File: config.mk
export PLATFORM = sky130hd
export DESIGN_NAME = alu_src_sequencer
export DESIGN_NICKNAME = d
export VERILOG_FILES = /design/src/rtl/alu_src_sequencer.sv
export SDC_FILE = /design/constraint.sdc
export NUM_CORES = 1
export LEC_CHECK = 0
export CAP_MARGIN = 20
export CORE_UTILIZATION = 36
export DETAILED_ROUTE_END_ITERATION = 16
export PLACE_DENSITY = 0.8
export SYNTH_ARGS = -nofsm -noshare
export SYNTH_HDL_FRONTEND = slang
export SYNTH_SLANG_ARGS = --single-unit
File: constraint.sdc
create_clock -name clk -period 2.1 [get_ports clk]
set_input_delay 0.42 -clock clk [delete_from_list [all_inputs] [get_ports clk]]
set_output_delay 0.42 -clock clk [all_outputs]
set_load 0.02 [all_outputs]
File: src/rtl/alu_src_sequencer.sv
// alu_src_sequencer
//   Multicycle control FSM for the shared ALU. Accepts one instruction per start
//   request and, cycle by cycle, drives the ALU operand selects, the ALU op and
//   the PC / IR / register-file write strobes.
// Ports
//   clk, rst_n        clock, synchronous active-low reset
//   start             instruction request (sampled only in IDLE)
//   stall             instruction memory not ready (holds FETCH)
//   opcode, funct     IR fields, valid from DECODE onward
//   zero              ALU zero flag (combinational)
//   alu_src_a/_b      operand selects; alu_op ALU operation
//   pc_write, ir_write, reg_write, reg_dst_rd   datapath strobes
//   busy, done, illegal                        issue handshake / status
module alu_src_sequencer #(
  parameter int OPW = 6
) (
  input  logic           clk,
  input  logic           rst_n,
  input  logic           start,
  input  logic           stall,
  input  logic [OPW-1:0] opcode,
  input  logic [OPW-1:0] funct,
  input  logic           zero,
  output logic [1:0]     alu_src_a,
  output logic [1:0]     alu_src_b,
  output logic [2:0]     alu_op,
  output logic           pc_write,
  output logic           ir_write,
  output logic           reg_write,
  output logic           reg_dst_rd,
  output logic           busy,
  output logic           done,
  output logic           illegal
);

  localparam logic [OPW-1:0] OP_RTYPE = OPW'(6'h00);
  localparam logic [OPW-1:0] OP_BEQ   = OPW'(6'h04);
  localparam logic [OPW-1:0] OP_BNE   = OPW'(6'h05);
  localparam logic [OPW-1:0] OP_ADDI  = OPW'(6'h08);
  localparam logic [OPW-1:0] OP_ANDI  = OPW'(6'h0C);
  localparam logic [OPW-1:0] OP_ORI   = OPW'(6'h0D);
  localparam logic [OPW-1:0] OP_LI    = OPW'(6'h0F);
  localparam logic [OPW-1:0] FN_ADD   = OPW'(6'h20);
  localparam logic [OPW-1:0] FN_SUB   = OPW'(6'h22);
  localparam logic [OPW-1:0] FN_AND   = OPW'(6'h24);
  localparam logic [OPW-1:0] FN_OR    = OPW'(6'h25);
  localparam logic [OPW-1:0] FN_XOR   = OPW'(6'h26);

  localparam logic [2:0] ALU_ADD = 3'b000;
  localparam logic [2:0] ALU_SUB = 3'b001;
  localparam logic [2:0] ALU_AND = 3'b010;
  localparam logic [2:0] ALU_OR  = 3'b011;
  localparam logic [2:0] ALU_XOR = 3'b100;

  typedef enum logic [2:0] {
    S_IDLE, S_FETCH, S_DECODE, S_EX_R, S_EX_I, S_EX_LI, S_WB, S_BRANCH
  } state_t;

  state_t state_q, state_d;

  logic is_r, is_i, is_li, is_br;

  // Instruction class decode, used by DECODE to pick the execute state
  always_comb begin
    is_r  = (opcode == OP_RTYPE) &&
            (funct == FN_ADD || funct == FN_SUB || funct == FN_AND ||
             funct == FN_OR  || funct == FN_XOR);
    is_i  = (opcode == OP_ADDI) || (opcode == OP_ANDI) || (opcode == OP_ORI);
    is_li = (opcode == OP_LI);
    is_br = (opcode == OP_BEQ) || (opcode == OP_BNE);
  end

  // State register
  always_ff @(posedge clk) begin
    if (!rst_n) state_q <= S_IDLE;
    else        state_q <= state_d;
  end

  // Next-state logic
  always_comb begin
    state_d = state_q;
    unique case (state_q)
      S_IDLE:   if (start) state_d = S_FETCH;
      S_FETCH:  if (!stall) state_d = S_DECODE;
      S_DECODE: begin
        if (is_r)       state_d = S_EX_R;
        else if (is_i)  state_d = S_EX_I;
        else if (is_li) state_d = S_EX_LI;
        else if (is_br) state_d = S_BRANCH;
        else            state_d = S_IDLE;
      end
      S_EX_R, S_EX_I, S_EX_LI: state_d = S_WB;
      S_WB, S_BRANCH:          state_d = S_IDLE;
      default:                 state_d = S_IDLE;
    endcase
  end

  // Output decode
  always_comb begin
    alu_src_a  = 2'b00;
    alu_src_b  = 2'b00;
    alu_op     = ALU_ADD;
    pc_write   = 1'b0;
    ir_write   = 1'b0;
    reg_write  = 1'b0;
    reg_dst_rd = 1'b0;
    busy       = (state_q != S_IDLE);
    done       = 1'b0;
    illegal    = 1'b0;
    unique case (state_q)
      S_IDLE: ;
      S_FETCH: begin
        alu_src_b = 2'b01;
        ir_write  = !stall;
        pc_write  = !stall;
      end
      S_DECODE: begin
        // Branch target is computed speculatively here into ALUOut
        alu_src_b = 2'b11;
        if (!(is_r || is_i || is_li || is_br)) begin
          done    = 1'b1;
          illegal = 1'b1;
        end
      end
      S_EX_R: begin
        alu_src_a = 2'b01;
        alu_src_b = 2'b00;
        unique case (funct)
          FN_SUB:  alu_op = ALU_SUB;
          FN_AND:  alu_op = ALU_AND;
          FN_OR:   alu_op = ALU_OR;
          FN_XOR:  alu_op = ALU_XOR;
          default: alu_op = ALU_ADD;
        endcase
      end
      S_EX_I: begin
        alu_src_a = 2'b01;
        alu_src_b = 2'b10;
        unique case (opcode)
          OP_ANDI: alu_op = ALU_AND;
          OP_ORI:  alu_op = ALU_OR;
          default: alu_op = ALU_ADD;
        endcase
      end
      S_EX_LI: begin
        alu_src_a = 2'b10;
        alu_src_b = 2'b10;
      end
      S_WB: begin
        reg_write  = 1'b1;
        reg_dst_rd = (opcode == OP_RTYPE);
        done       = 1'b1;
      end
      S_BRANCH: begin
        alu_src_a = 2'b01;
        alu_op    = ALU_SUB;
        pc_write  = (opcode == OP_BEQ) ? zero : !zero;
        done      = 1'b1;
      end
      default: ;
    endcase
    // Reset masks every strobe immediately so an aborted instruction issues nothing
    if (!rst_n) begin
      pc_write  = 1'b0;
      ir_write  = 1'b0;
      reg_write = 1'b0;
      done      = 1'b0;
      illegal   = 1'b0;
    end
  end

endmodule

# Word-level counts from Yosys, hierarchy flattened
# Cells that the tools add are included.
dict set report word_totals {
  regBits 3
  in_bits 17
  out_inout_bits 14
  wordCells 67
}
dict set report classes {
  eq_ne 20
  mux 25
  n_reduce_logical 21
}
# cell count
set op_table {}
lappend op_table {{$eq A6 B6 Y1 const B} 5}
lappend op_table {{$eq A6 B4 Y1 const B} 4}
lappend op_table {{$mux W3} 6}
lappend op_table {{$pmux W3 S5} 1}
lappend op_table {{$eq A3 B3 Y1 const B} 4}
lappend op_table {{$eq A6 B3 Y1 const B} 2}
lappend op_table {{$pmux W3 S4} 1}
lappend op_table {{$mux W1} 11}
lappend op_table {{$logic_or A1 B1 Y1} 10}
lappend op_table {{$pmux W3 S3} 1}
lappend op_table {{$pmux W2 S2} 2}
lappend op_table {{$eq A3 B2 Y1 const B} 2}
lappend op_table {{$logic_not A6 Y1} 1}
lappend op_table {{$pmux W2 S3} 1}
lappend op_table {{$reduce_or A3 Y1} 2}
lappend op_table {{$ne A2 B2 Y1 const B} 2}
lappend op_table {{$pmux W1 S2} 2}
lappend op_table {{$reduce_or A2 Y1} 2}
lappend op_table {{$eq A3 B1 Y1 const B} 1}
lappend op_table {{$logic_not A3 Y1} 1}
lappend op_table {{$reduce_bool A3 Y1} 1}
lappend op_table {{$logic_not A1 Y1} 2}
lappend op_table {{$reduce_and A2 Y1} 1}
lappend op_table {{$logic_and A1 B1 Y1} 1}

# Logic depth before layout (Yosys ltp)
# Gate-level depths: netlist of the first run.
dict set report depth {
  word_depth 12
  ltp_mapped 4
}

# Worst setup path after synthesis of the first run
# OpenSTA, ideal clock, no wires.
dict set report synth_path {
  path_kind {input to output}
  start {input port funct[3]}
  end {output port alu_op[0]}
  t_arrival_ps 1651
  slack_ps 29
  cell_stages 3
  path_cell_list {or3b_1 or3_1 o221ai_1}
}
dict set report synth_via {
  elab_chain_cells 3
}
# item line_no
set synth_rtl {}
lappend synth_rtl {{start, declared} 22} ;# input logic [OPW-1:0] funct,
lappend synth_rtl {{$eq A6 B6 Y1} 128} ;# unique case (funct)
lappend synth_rtl {{$pmux W3 S4 (*)} 128}
lappend synth_rtl {{$pmux W3 S3 (*)} 110} ;# unique case (state_q)
lappend synth_rtl {{end, declared} 26} ;# output logic [2:0] alu_op,
# Every way passes the cells marked *; elsewhere a longest branch is shown, timed or not.

# Worst setup path in the final report of the first run
dict set report layout_path {
  start {input port funct[4]}
  end {output port alu_op[0]}
}
# The elaborated chain is that of the path after synthesis.

==> results.env, run 1 <==
RUN_STATUS='finished, final reports clean'
WORST_SLEW_MARGIN_REL=0.784
YS_SEQ_ELEMENTS=3
FINAL-MAX-SLEW-VIOLATION-COUNT=0
START_UTIL=0.388
FILLCELLCOUNT=105
FIN_WORST_HOLD_SLACK_NS=0.640
ANTENNA_LEFT=0
POST_SYNTH_MAIN_AREA_CONTRIBUTORS='sky130_fd_sc_hd__dfxtp_1 12%, sky130_fd_sc_hd__nor2b_1 6.1%, sky130_fd_sc_hd__a2111oi_4 5.4%'
DRT_ITER0_DRC=7
GRT_SETUP_UNREPAIRED='true'
ENDPOINT_KIND='output pin'
FIRST_GLOBAL_VIAS=687
VIAS_PER_CELL=5.49
CP-START-KIND='primary input'
SEQ_AREA_FRAC_SYNTH=0.117
NETLIST.AREA_LEADER.SHARE=0.117
DIE_X_UM=39.7
SYNTH_FP_NETS=85
REGISTERS.TOP_BY_FF_COUNT='state_q'
MET2ROUTEDLENGTH_UM=981
FINAL-HOLD-VIOLATION-COUNT=0
FP.DIEAREA_SQ_UM=1580
WORST_PATH_REQUIRED_NS=1.68
MOSTFREQUENTLAYOUTCELL='sky130_fd_sc_hd__buf_4'
DETAILROUTE.VIA_COUNT=747
FINAL_NETS=139
WORSTSETUPPATHTYPE='primary input to output pin'
ROUTE.LAYER.MET1.WL_UM=707
CTS.HTREE.LEVELS=1
WORSTMARGINPINSLEW_NS=0.316
NUMBER_OF_ANTENNA_VIOLATIONS_AT_THE_FIRST_CHECK_IN_GLOBAL_ROUTING=0
MIN-DELAY-PATH-CLASS='flip-flop to flip-flop'
CLK_LATENCY_NS=0.24
WIRE_LENGTH_OF_THE_FIRST_GLOBAL_ROUTING_PASS_MM=2.77
ANTENNADIODECOUNT=0
FIRST_PASS_ITERS=4
SYN-MEAN-INSTANCE-AREA_SQ_UM=7.53
GROUTE.USAGE.OVERALL=0.265
PLACED_CELLS_INCL_TAPS=131
LAYOUT_COMMON_CELLS='24 x sky130_fd_sc_hd__buf_4, 9 x sky130_fd_sc_hd__dlygate4sd2_1, 8 x sky130_fd_sc_hd__buf_2, 6 x sky130_fd_sc_hd__nand2_1'
WORST-R2R-SETUP-SLACK_NS=0.81
PEAKVDDDROP_mV=0.340
ARRIVAL_NS=1.64
CLOCK.FMAX_MHz=486
NUMCTSBUFFERS=3
DRC=0
CLOCK_TREE.ROOT_CELL='sky130_fd_sc_hd__clkbuf_4'
FINALWORSTPATHREQUIREDPERIOD_NS=2.06
NETLIST_AREA_SQ_UM=512
CLOCK_SKEW_NS=0.00278
FINAL.SETUP.TNS_NS=0
CTS_SINKS=3
DR.MAX_LAYER_USED='met4'
PWR_DENSITY_CELL_nW_PER_UM2=283
MAXCAPVIOLATIONS=0
CTS_HOLD_REPAIR.BUFFERS=0
SHARE_OF_THE_CLOCK_PERIOD_USED_BY_THE_WORST_PATH=0.979
HPWL_MM=1.43
CORE_AREA_SQ_UM=1320
P_LEAK_nW=0.522
GRT_OVERFLOW_TOTAL=0
NETLIST-CELL-TYPE-COUNT=36
MAX_REG_FLOPS=3
CLK_PIN_SLEW_NS=0.04
CLOCK_TREE.BUFFER_DEPTH=2
NUMPORTBUFFERS=30
YOSYSTOPAREACELL='sky130_fd_sc_hd__dfxtp_1'
DIEHEIGHT_UM=39.7
PLACEMENT_ROWS=13
FLOW.AREA_GROWTH_FROM_SYNTHESIS_PCT=99.3
PIN_COUNT_OF_THE_BIGGEST_NET_ENTERING_GLOBAL_ROUTING=13
CTS_TREE='done'
ROUTED_WL_MM=1.81
POST_SYNTH_INST_COUNT=68
ROUTEDWLPERCELL_UM=13.3
YOSYS_WARNINGS=0
STDCELL_COUNT=136
IO-PIN-COUNT=31
CRIT_PATH_MAX_FANOUT=4
REG.LARGEST.LIST='state_q: 3 flops'
MET3_LENGTH_UM=100
SHARE_OF_FINAL_LAYOUT_STANDARD_CELLS_STRONGER_THAN_DRIVE_STRENGTH_1=0.471
FINAL-SETUP-VIOL-COUNT=0
GP_ROUTABILITY_CONGESTION=0.880
==> critical path, stage by stage <==
cell and delay (ns):
sky130_fd_sc_hd__buf_2 0.10, sky130_fd_sc_hd__or3b_4 0.41, sky130_fd_sc_hd__or3_4 0.35, sky130_fd_sc_hd__o221ai_1 0.18, sky130_fd_sc_hd__buf_4 0.17
==> through the flow <==
step / setup slack, ns / cell area, sq um / total power (W) / util
6_report: 0.0436 / 1020 / 0.000289 / 0.774
5_1_grt: -0.00264 / 1020 / 0.000309 / 0.774
4_1_cts: 0.00288 / 1020 / 0.000291 / 0.771
3_5_place_dp: -0.803 / 985 / 0.000187 / 0.747
3_3_place_gp: -0.763 / 985 / 0.000184 / 0.747
2_1_floorplan: 0.0292 / 512 / 0.000109 / -
==> cell usage after synthesis, drive strengths merged <==
cell type and count:
or2 1, o41a 2, or3b 3, nor3 1, nand4b 1, nor4b 1
or3 5, nor3b 1, and2 1, a21boi 1, buf 1, nand2 7
nor2b 5, o41ai 1, inv 3, nand4 1, o311a 1, o221ai 1
o21ai 2, and4 2, o32ai 2, a2111oi 2, clkbuf 4, nor2 3
xnor2 1, nand2b 3, nand3 3, o211a 1, dfxtp 3, o2111a 1
o22ai 1, nor4 3
==> path summary, 6_finish.rpt <==
kind                           startpoint                 endpoint  cells past startpoint
hold reg to reg   state_q[2]$_SDFFE_PN0P_  state_q[1]$_SDFFE_PN0P_                      1
setup reg to reg  state_q[2]$_SDFFE_PN0P_  state_q[1]$_SDFFE_PN0P_                      4
setup / recovery                 funct[4]                alu_op[0]                      5
hold / removal    state_q[2]$_SDFFE_PN0P_  state_q[1]$_SDFFE_PN0P_                      1
==> cell families after synthesis <==
family | synth area share
flip-flops | 0.117
AND/OR/NAND/NOR | 0.501
buffers and inverters | 0.0587
XOR/XNOR | 0.0171
AO/OA/AOI/OAI | 0.306
==> layout make-up <==
| class | instances | area [sq um] | share of cell area |
|---|---|---|---|
| tap | 15 | 18.8 | 0.0184 |
| sequential | 3 | 60.1 | 0.0589 |
| timing repair buffer | 54 | 418 | 0.410 |
| inverter | 3 | 11.3 | 0.0110 |
| clock buffer | 4 | 26.3 | 0.0258 |
| multi-input combinational | 57 | 485 | 0.476 |
==> power breakdown <==
part | leakage, nW | internal (W) | switching [W]
logic | 0.482 | 0.0000668 | 0.0000568
registers | 0.0244 | 0.0000595 | 0.00000328
clock network | 0.0150 | 0.0000712 | 0.0000309
==> routing by layer <==
| layer | up-vias | GRT usage |
|---|---|---|
| met4 | 0 | 0.0603 |
| met2 | 27 | 0.480 |
| li1 | 373 | - |
| met1 | 345 | 0.293 |
| met3 | 2 | 0.0852 |
| met5 | - | 0 |
==> repair_timing <==
item	4_1_cts	5_1_grt
setup endpoints to repair	12	8
buffers inserted	1	0
pin swaps	7	3
cloned	0	0
gates resized for setup	77	13
(Power assumes the default switching activity.)
==> run 2, diff against run 1 <==
GPL_ROUTABILITY_DRIVEN = 0   (was not set)
==> results of run 2 <==
The final DEF is identical to that of run 1; final timing and power are the same.
==> run 3, diff against run 2 <==
SLEW_MARGIN = 5   (was not set)
==> results of run 3 <==
The final DEF is identical to that of run 1; final timing and power are the same.
